<file path="src/rtl/lcd_bus_decoder.sv">
// Passive monitor for a 4-bit HD44780-style LCD bus: rebuilds bytes from nibble strobes,
// tracks the DDRAM cursor and re-emits character writes as character-buffer writes.
module lcd_bus_decoder #(
    parameter int E_MIN_CYC = 4,
    parameter int ECNT_W    = 8
) (
    input  logic       clk,
    input  logic       rst,
    input  logic [3:0] lcd_data,
    input  logic [2:0] lcd_ctrl,
    output logic       wr_en,
    output logic [5:0] wr_addr,
    output logic [7:0] wr_data,
    output logic       cmd_valid,
    output logic [7:0] cmd_data,
    output logic [6:0] cur_addr,
    output logic       four_bit,
    output logic       err
);

    localparam logic [1:0] ST_MODE8 = 2'd0;
    localparam logic [1:0] ST_HI    = 2'd1;
    localparam logic [1:0] ST_LO    = 2'd2;

    // Input stage: {RS, RW, E, DB7..DB4} registered every cycle.
    logic [6:0] bus_in;
    logic [6:0] bus_reg;

    assign bus_in = {lcd_ctrl, lcd_data};

    genvar gi;
    generate
        for (gi = 0; gi < 7; gi++) begin : g_in_reg
            always_ff @(posedge clk) begin
                if (rst) bus_reg[gi] <= 1'b0;
                else     bus_reg[gi] <= bus_in[gi];
            end
        end
    endgenerate

    logic       e_s;
    logic       rs_s;
    logic       rw_s;
    logic [3:0] nib_s;

    assign rs_s  = bus_reg[6];
    assign rw_s  = bus_reg[5];
    assign e_s   = bus_reg[4];
    assign nib_s = bus_reg[3:0];

    // E-high tracking: length of the pulse plus the last values seen while E was high.
    logic [ECNT_W-1:0] ecnt_reg;
    logic [3:0]        cap_nib_reg;
    logic              cap_rs_reg;
    logic              cap_rw_reg;
    logic              chg_reg;
    logic              strobe;

    always_ff @(posedge clk) begin
        if (rst) begin
            ecnt_reg    <= '0;
            cap_nib_reg <= 4'h0;
            cap_rs_reg  <= 1'b0;
            cap_rw_reg  <= 1'b0;
            chg_reg     <= 1'b0;
        end else if (e_s) begin
            if (ecnt_reg != '1) ecnt_reg <= ecnt_reg + 1'b1;
            cap_nib_reg <= nib_s;
            cap_rs_reg  <= rs_s;
            cap_rw_reg  <= rw_s;
            if (ecnt_reg == '0)
                chg_reg <= 1'b0;
            else if ((rs_s != cap_rs_reg) || (rw_s != cap_rw_reg))
                chg_reg <= 1'b1;
        end else begin
            ecnt_reg <= '0;
        end
    end

    assign strobe = !e_s && (ecnt_reg != '0);

    // Event stage: one registered record per falling edge of E.
    logic       ev_valid_reg;
    logic       ev_bad_reg;
    logic [3:0] ev_nib_reg;
    logic       ev_rs_reg;

    always_ff @(posedge clk) begin
        if (rst) begin
            ev_valid_reg <= 1'b0;
            ev_bad_reg   <= 1'b0;
            ev_nib_reg   <= 4'h0;
            ev_rs_reg    <= 1'b0;
        end else begin
            ev_valid_reg <= strobe;
            ev_bad_reg   <= (ecnt_reg < ECNT_W'(E_MIN_CYC)) || chg_reg || cap_rw_reg;
            ev_nib_reg   <= cap_nib_reg;
            ev_rs_reg    <= cap_rs_reg;
        end
    end

    // Execute stage.
    logic [1:0] state_reg;
    logic [3:0] hi_nib_reg;
    logic       hi_rs_reg;
    logic       incr_reg;
    logic [7:0] byte_c;
    logic       in_line1;
    logic       in_line2;
    logic [6:0] cur_step;

    always_comb begin
        byte_c   = {hi_nib_reg, ev_nib_reg};
        in_line1 = (cur_addr[6:4] == 3'b000);
        in_line2 = (cur_addr[6:4] == 3'b100);
        cur_step = incr_reg ? (cur_addr + 7'd1) : (cur_addr - 7'd1);
    end

    always_ff @(posedge clk) begin
        if (rst) begin
            state_reg  <= ST_MODE8;
            hi_nib_reg <= 4'h0;
            hi_rs_reg  <= 1'b0;
            incr_reg   <= 1'b1;
            wr_en      <= 1'b0;
            wr_addr    <= 6'd0;
            wr_data    <= 8'h00;
            cmd_valid  <= 1'b0;
            cmd_data   <= 8'h00;
            cur_addr   <= 7'd0;
            four_bit   <= 1'b0;
            err        <= 1'b0;
        end else begin
            wr_en     <= 1'b0;
            cmd_valid <= 1'b0;
            err       <= 1'b0;
            if (ev_valid_reg) begin
                if (ev_bad_reg) begin
                    err <= 1'b1;
                end else begin
                    case (state_reg)
                        ST_MODE8: begin
                            if (!ev_rs_reg && ev_nib_reg == 4'h2) begin
                                four_bit  <= 1'b1;
                                state_reg <= ST_HI;
                                cmd_valid <= 1'b1;
                                cmd_data  <= 8'h20;
                            end else if (!ev_rs_reg && ev_nib_reg == 4'h3) begin
                                cmd_valid <= 1'b1;
                                cmd_data  <= 8'h30;
                            end else begin
                                err <= 1'b1;
                            end
                        end
                        ST_HI: begin
                            hi_nib_reg <= ev_nib_reg;
                            hi_rs_reg  <= ev_rs_reg;
                            state_reg  <= ST_LO;
                        end
                        ST_LO: begin
                            state_reg <= ST_HI;
                            if (ev_rs_reg != hi_rs_reg) begin
                                err <= 1'b1;
                            end else if (ev_rs_reg) begin
                                if (in_line1 || in_line2) begin
                                    wr_en   <= 1'b1;
                                    wr_addr <= {1'b0, in_line2, cur_addr[3:0]};
                                    wr_data <= byte_c;
                                end else begin
                                    err <= 1'b1;
                                end
                                cur_addr <= cur_step;
                            end else begin
                                cmd_valid <= 1'b1;
                                cmd_data  <= byte_c;
                                casez (byte_c)
                                    8'b0000_0001: begin
                                        cur_addr <= 7'd0;
                                        incr_reg <= 1'b1;
                                    end
                                    8'b0000_001?: cur_addr <= 7'd0;
                                    8'b0000_01??: incr_reg <= byte_c[1];
                                    8'b001?_????: begin
                                        // DL=1 drops the link back to 8-bit mode.
                                        if (byte_c[4]) begin
                                            state_reg <= ST_MODE8;
                                            four_bit  <= 1'b0;
                                        end
                                    end
                                    8'b1???_????: cur_addr <= byte_c[6:0];
                                    default: ;
                                endcase
                            end
                        end
                        default: state_reg <= ST_MODE8;
                    endcase
                end
            end
        end
    end

endmodule

</file>
<file path="config.mk">
export PLATFORM = sky130hd
export DESIGN_NAME = lcd_bus_decoder
export DESIGN_NICKNAME = d
export VERILOG_FILES = /design/src/rtl/lcd_bus_decoder.sv
export SDC_FILE = /design/constraint.sdc
export NUM_CORES = 1
export LEC_CHECK = 0
export ABC_AREA = 1
export BUFFER_PORTS_ARGS = -buffer_cell sky130_fd_sc_hd__buf_4
export CAP_MARGIN = 10
export CORE_MARGIN = 3
export CORE_UTILIZATION = 45
export CTS_CLUSTER_DIAMETER = 150
export DETAILED_ROUTE_END_ITERATION = 8
export PLACE_DENSITY = 0.71
export SLEW_MARGIN = 20
export SYNTH_ARGS = -nofsm -noshare
export SYNTH_HDL_FRONTEND = slang
export SYNTH_SLANG_ARGS = --single-unit
export TNS_END_PERCENT = 5
</file>
<file path="constraint.sdc">
create_clock -name clk -period 4.1 [get_ports clk]
set_input_delay 0.82 -clock clk [delete_from_list [all_inputs] [get_ports clk]]
set_output_delay 0.82 -clock clk [all_outputs]
set_load 0.1 [all_outputs]
</file>
==> results by stage <==
Clock network:
- Buffers inserted to repair hold after CTS numbered 0.
- The cell sitting at the root of the clock tree is a clkbuf_8.
- Counting along the longest clock path gives a buffer depth of 2.
- The number of buffers inserted by post-CTS setup repair is 0.
- The clock tree from TritonCTS is built.
- After clock tree synthesis, the clock-pin slew on the worst setup and hold paths is 0.07 ns.
- The H-tree depth is 3.
- The number of clock buffers inserted by TritonCTS is 9.
- The count of cells resized by post-cts repair is 0.
- The clock latency on the worst-skew pair is roughly 0.35 ns.
- The tree built by TritonCTS fans out to 69 sinks.

Global routing:
- The first global-routing pass estimated between 10,000 and 15,000 microns of wire.
- The via count of the first global-routing pass came to roughly 2,500.
- Entering global routing, the biggest net connects 33 pins.
- The initial antenna violation count was 0.
- The total routing resource utilization after global routing is 18.2%.
- The total global routing overflow is 0.

Flow run:
- The max-capacitance violation count is 0.

Final layout:
- The final layout contains 468 nets.
- Measured on the finished design, the core utilization comes to 55.9%.
- 0 antenna diodes ended up in the layout.
- From synthesis to final layout, the design area changed by 17.5%.
- The share of layout cells above drive strength 1 is 18.7%.

Synth:
- The area of the mapped netlist is 0.00309 sq mm.
- For this run, the leading register cell type out of synthesis is dfxtp_1.
- Counting flops with a built-in enable in the synthesized netlist gives 0.
- The synthesized netlist net count is ~430.
- The count of state elements after synthesis is 69.
- The async set or reset register ratio after synthesis is 0%.
- Averaged over all synthesized cells, the footprint is 7.54 sq um.
- Counting every instance in the synthesized netlist gives 410.
- The number of different library cells in the post-synthesis netlist is 37.
- The sequential share of the synthesized area is 44.7%.
- The yosys synthesis warning count is 0.

Die:
- The number of cell rows is 29.
- 42 I/O pins were placed.
- Measured along the x axis, the die boundary spans about 89 microns.
- The core footprint is roughly 0.0065 sq mm.
- The total die area is about 0.0079 sq mm.
- The initial core utilization is 47.6%.
- The die extent in y is 88.9 microns.

Drt:
- Dividing the detail-routed wire length by the instance count gives 12.3 microns.
- Once detail routing completed, the nets flagged for antenna violations numbered 0.
- The DRC violations left is 0.
- For this run, the detailed router's first-pass iteration total came to 4.
- The total via count after detailed routing is about 2,700.
- The detailed-route wire length is about 6500 microns.
- The average via count per standard cell is 5.03.
- The detailed router finished its first iteration with 120 violations.

Pwr:
- The leakage power summed over all cells is 1.66 nW.
- VDD sags by at most 0.214 mV.
- The power density over the cells is around 350 mW/mm^2.

Setup path:
- At the worst endpoint, the arrival time is about 2.4 ns.
- Along the worst path, the maximum fanout reaches 25.
- The top cell family by delay on the critical path is simple AND/OR/NAND/NOR gates.
- For this design, the slowest cell found on the critical path is dfxtp_1.
- STA puts the critical path data required time at 4.34 ns.
- The critical path launch point type is a flop.
- The kind of capture point of the worst setup path is a flop.
- The category of the critical setup timing path is flop to flop.
- The signal on the critical path passes through inv_2, ha_1, inv_1, nand3_4, nor2_8, inv_1, nor2_1, nor2_1.
- The worst stage delay on the critical path is approximately 0.62 ns.
- Counting both buffers and inverters, the worst setup path holds a total of 3.

STA:
- The normalized max-slew margin is 39.4%.
- The final critical-path required period is 2.15 ns.
- The setup-violating endpoint count in the final report is 0.
- Setup repair after global routing left no endpoint under its margin.
- The final number of max-transition violations is 0.
- Adding up every negative setup slack in the final design gives 0 ns.
- Static timing analysis puts the maximum clock frequency at 465 MHz.
- Across the routed clock network, the largest skew measured is roughly 0.0075 ns.
- The worst path uses 52.5% of the clock period.
- The hold violation total from the final report is 0.
- For the pin with the worst max-slew slack, the measured transition is a little over 0.9 ns.

Status:
- The run finished with clean final reports.

Placed design:
- Detailed placement finished with a half-perimeter wire length of ~4700 microns.
- The final weighted congestion in routability-driven placement is 0.953.
- The number of input and output port buffers inserted is 40.

Min path:
- The path type of the worst min-delay path is flop to flop.
## worst min-delay path: cells and delay by family, from the launching register on
kind,cells,cell delay (ns)
buf+inv,1,0.06
flops,1,0.30
simple gates,1,0.04
## cell families after synthesis
| group | after synthesis | synth area share (%) |
|---|---|---|
| DFF | 69 | 44.7 |
| buffers and inverters | 72 | 9.26 |
| and+or+nand+nor | 174 | 25.6 |
| other | 1 | 0.121 |
| AOI/OAI and AO/OA | 78 | 14.5 |
| adders and majority gates | 9 | 3.88 |
| xor gates and xnor gates | 7 | 1.98 |
## area by class of cell
type / count / area (sq um)
Clock buffer: 11 / 141
Clock inverter: 5 / 60.1
Fill cell: 615 / 2860
Inverter: 61 / 229
Multi-Input combinational cell: 269 / 1430
Sequential cell: 69 / 1380
Tap cell: 77 / 96.3
Timing Repair Buffer: 40 / 300
## synthesized netlist by cell type (2+ instances only)
| cell | n | share of area (%) |
|---|---|---|
| a21oi_1 | 26 | 4.2 |
| a21oi_2 | 7 | 2.0 |
| a22oi_1 | 8 | 1.9 |
| buf_4 | 2 | 0.49 |
| clkbuf_1 | 6 | 0.73 |
| dfxtp_1 | 69 | 45 |
| ha_1 | 8 | 3.2 |
| inv_1 | 53 | 6.4 |
| inv_2 | 8 | 0.97 |
| nand2_1 | 66 | 8.0 |
| nand2_2 | 2 | 0.40 |
| nand3_1 | 22 | 3.6 |
| nand4_1 | 3 | 0.61 |
| nor2_1 | 63 | 7.6 |
| nor2_2 | 3 | 0.61 |
| nor2_4 | 5 | 1.8 |
| nor3_1 | 4 | 0.65 |
| o21ai_0 | 21 | 3.4 |
| o21ai_1 | 11 | 1.8 |
| xnor2_1 | 2 | 0.57 |
| xor2_1 | 5 | 1.4 |
## final timing paths
kind / from / endpoint / slack [ns] / cells after the start
setup / recovery: ev_rs_reg / wr_addr[2] / 1.95 / 8
hold / removal: cap_nib_reg[2] / ev_nib_reg[2] / 0.43 / 2
setup reg to reg: ev_rs_reg / wr_addr[2] / 1.95 / 8
hold reg to reg: cap_nib_reg[2] / ev_nib_reg[2] / 0.43 / 2
## layout by cell type, fill, tap and decap left out
master	count
a21oi_1	26
a21oi_2	7
a22oi_1	8
a31oi_1	1
buf_4	40
bufinv_16	1
clkbuf_1	1
clkbuf_8	10
clkinv_2	1
clkinv_4	2
clkinvlp_4	1
conb_1	1
dfxtp_1	69
fa_1	1
ha_1	8
inv_1	53
inv_2	8
nand2_1	66
nand2_2	2
nand2_4	1
nand3_1	22
nand3_2	1
nand3_4	1
nand4_1	3
nor2_1	63
nor2_2	3
nor2_4	5
nor2_8	1
nor3_1	4
nor4_1	1
o211ai_1	1
o21a_1	1
o21ai_0	21
o21ai_1	11
o22ai_1	1
o31a_1	1
or2_2	1
xnor2_1	2
xor2_1	5
## through the flow
step	setup WS (ns)	power, mW	area, sq um	std cells	hold WS, ns
2_1_floorplan	2.06	0.731	3090	410	0.405
3_3_place_gp	1.80	0.742	3430	516	0.415
3_5_place_dp	1.76	0.743	3430	516	0.416
4_1_cts	1.94	1.30	3630	532	0.436
5_1_grt	1.69	1.33	3630	532	0.459
6_report	1.95	1.29	3630	532	0.434
## report_power, final
part           leakage (nW)  total (mW)  switching [mW]  internal, mW
clock network        0.0995       0.559           0.260         0.299
logic                  1.00      0.0438          0.0293        0.0145
registers             0.559       0.684         0.00589         0.678
total                  1.66        1.29           0.295         0.991
## per-layer routing
metal | vias to the layer above | wire (microns) | track usage [%]
met2 | 61 | 3060 | 28.9
met4 | 0 | 160 | 10.6
li1 | 1389 | - | -
met3 | 15 | 327 | 4.70
met5 | - | 0 | 0
met1 | 1213 | 3000 | 22.4
(Power assumes the default switching activity.)
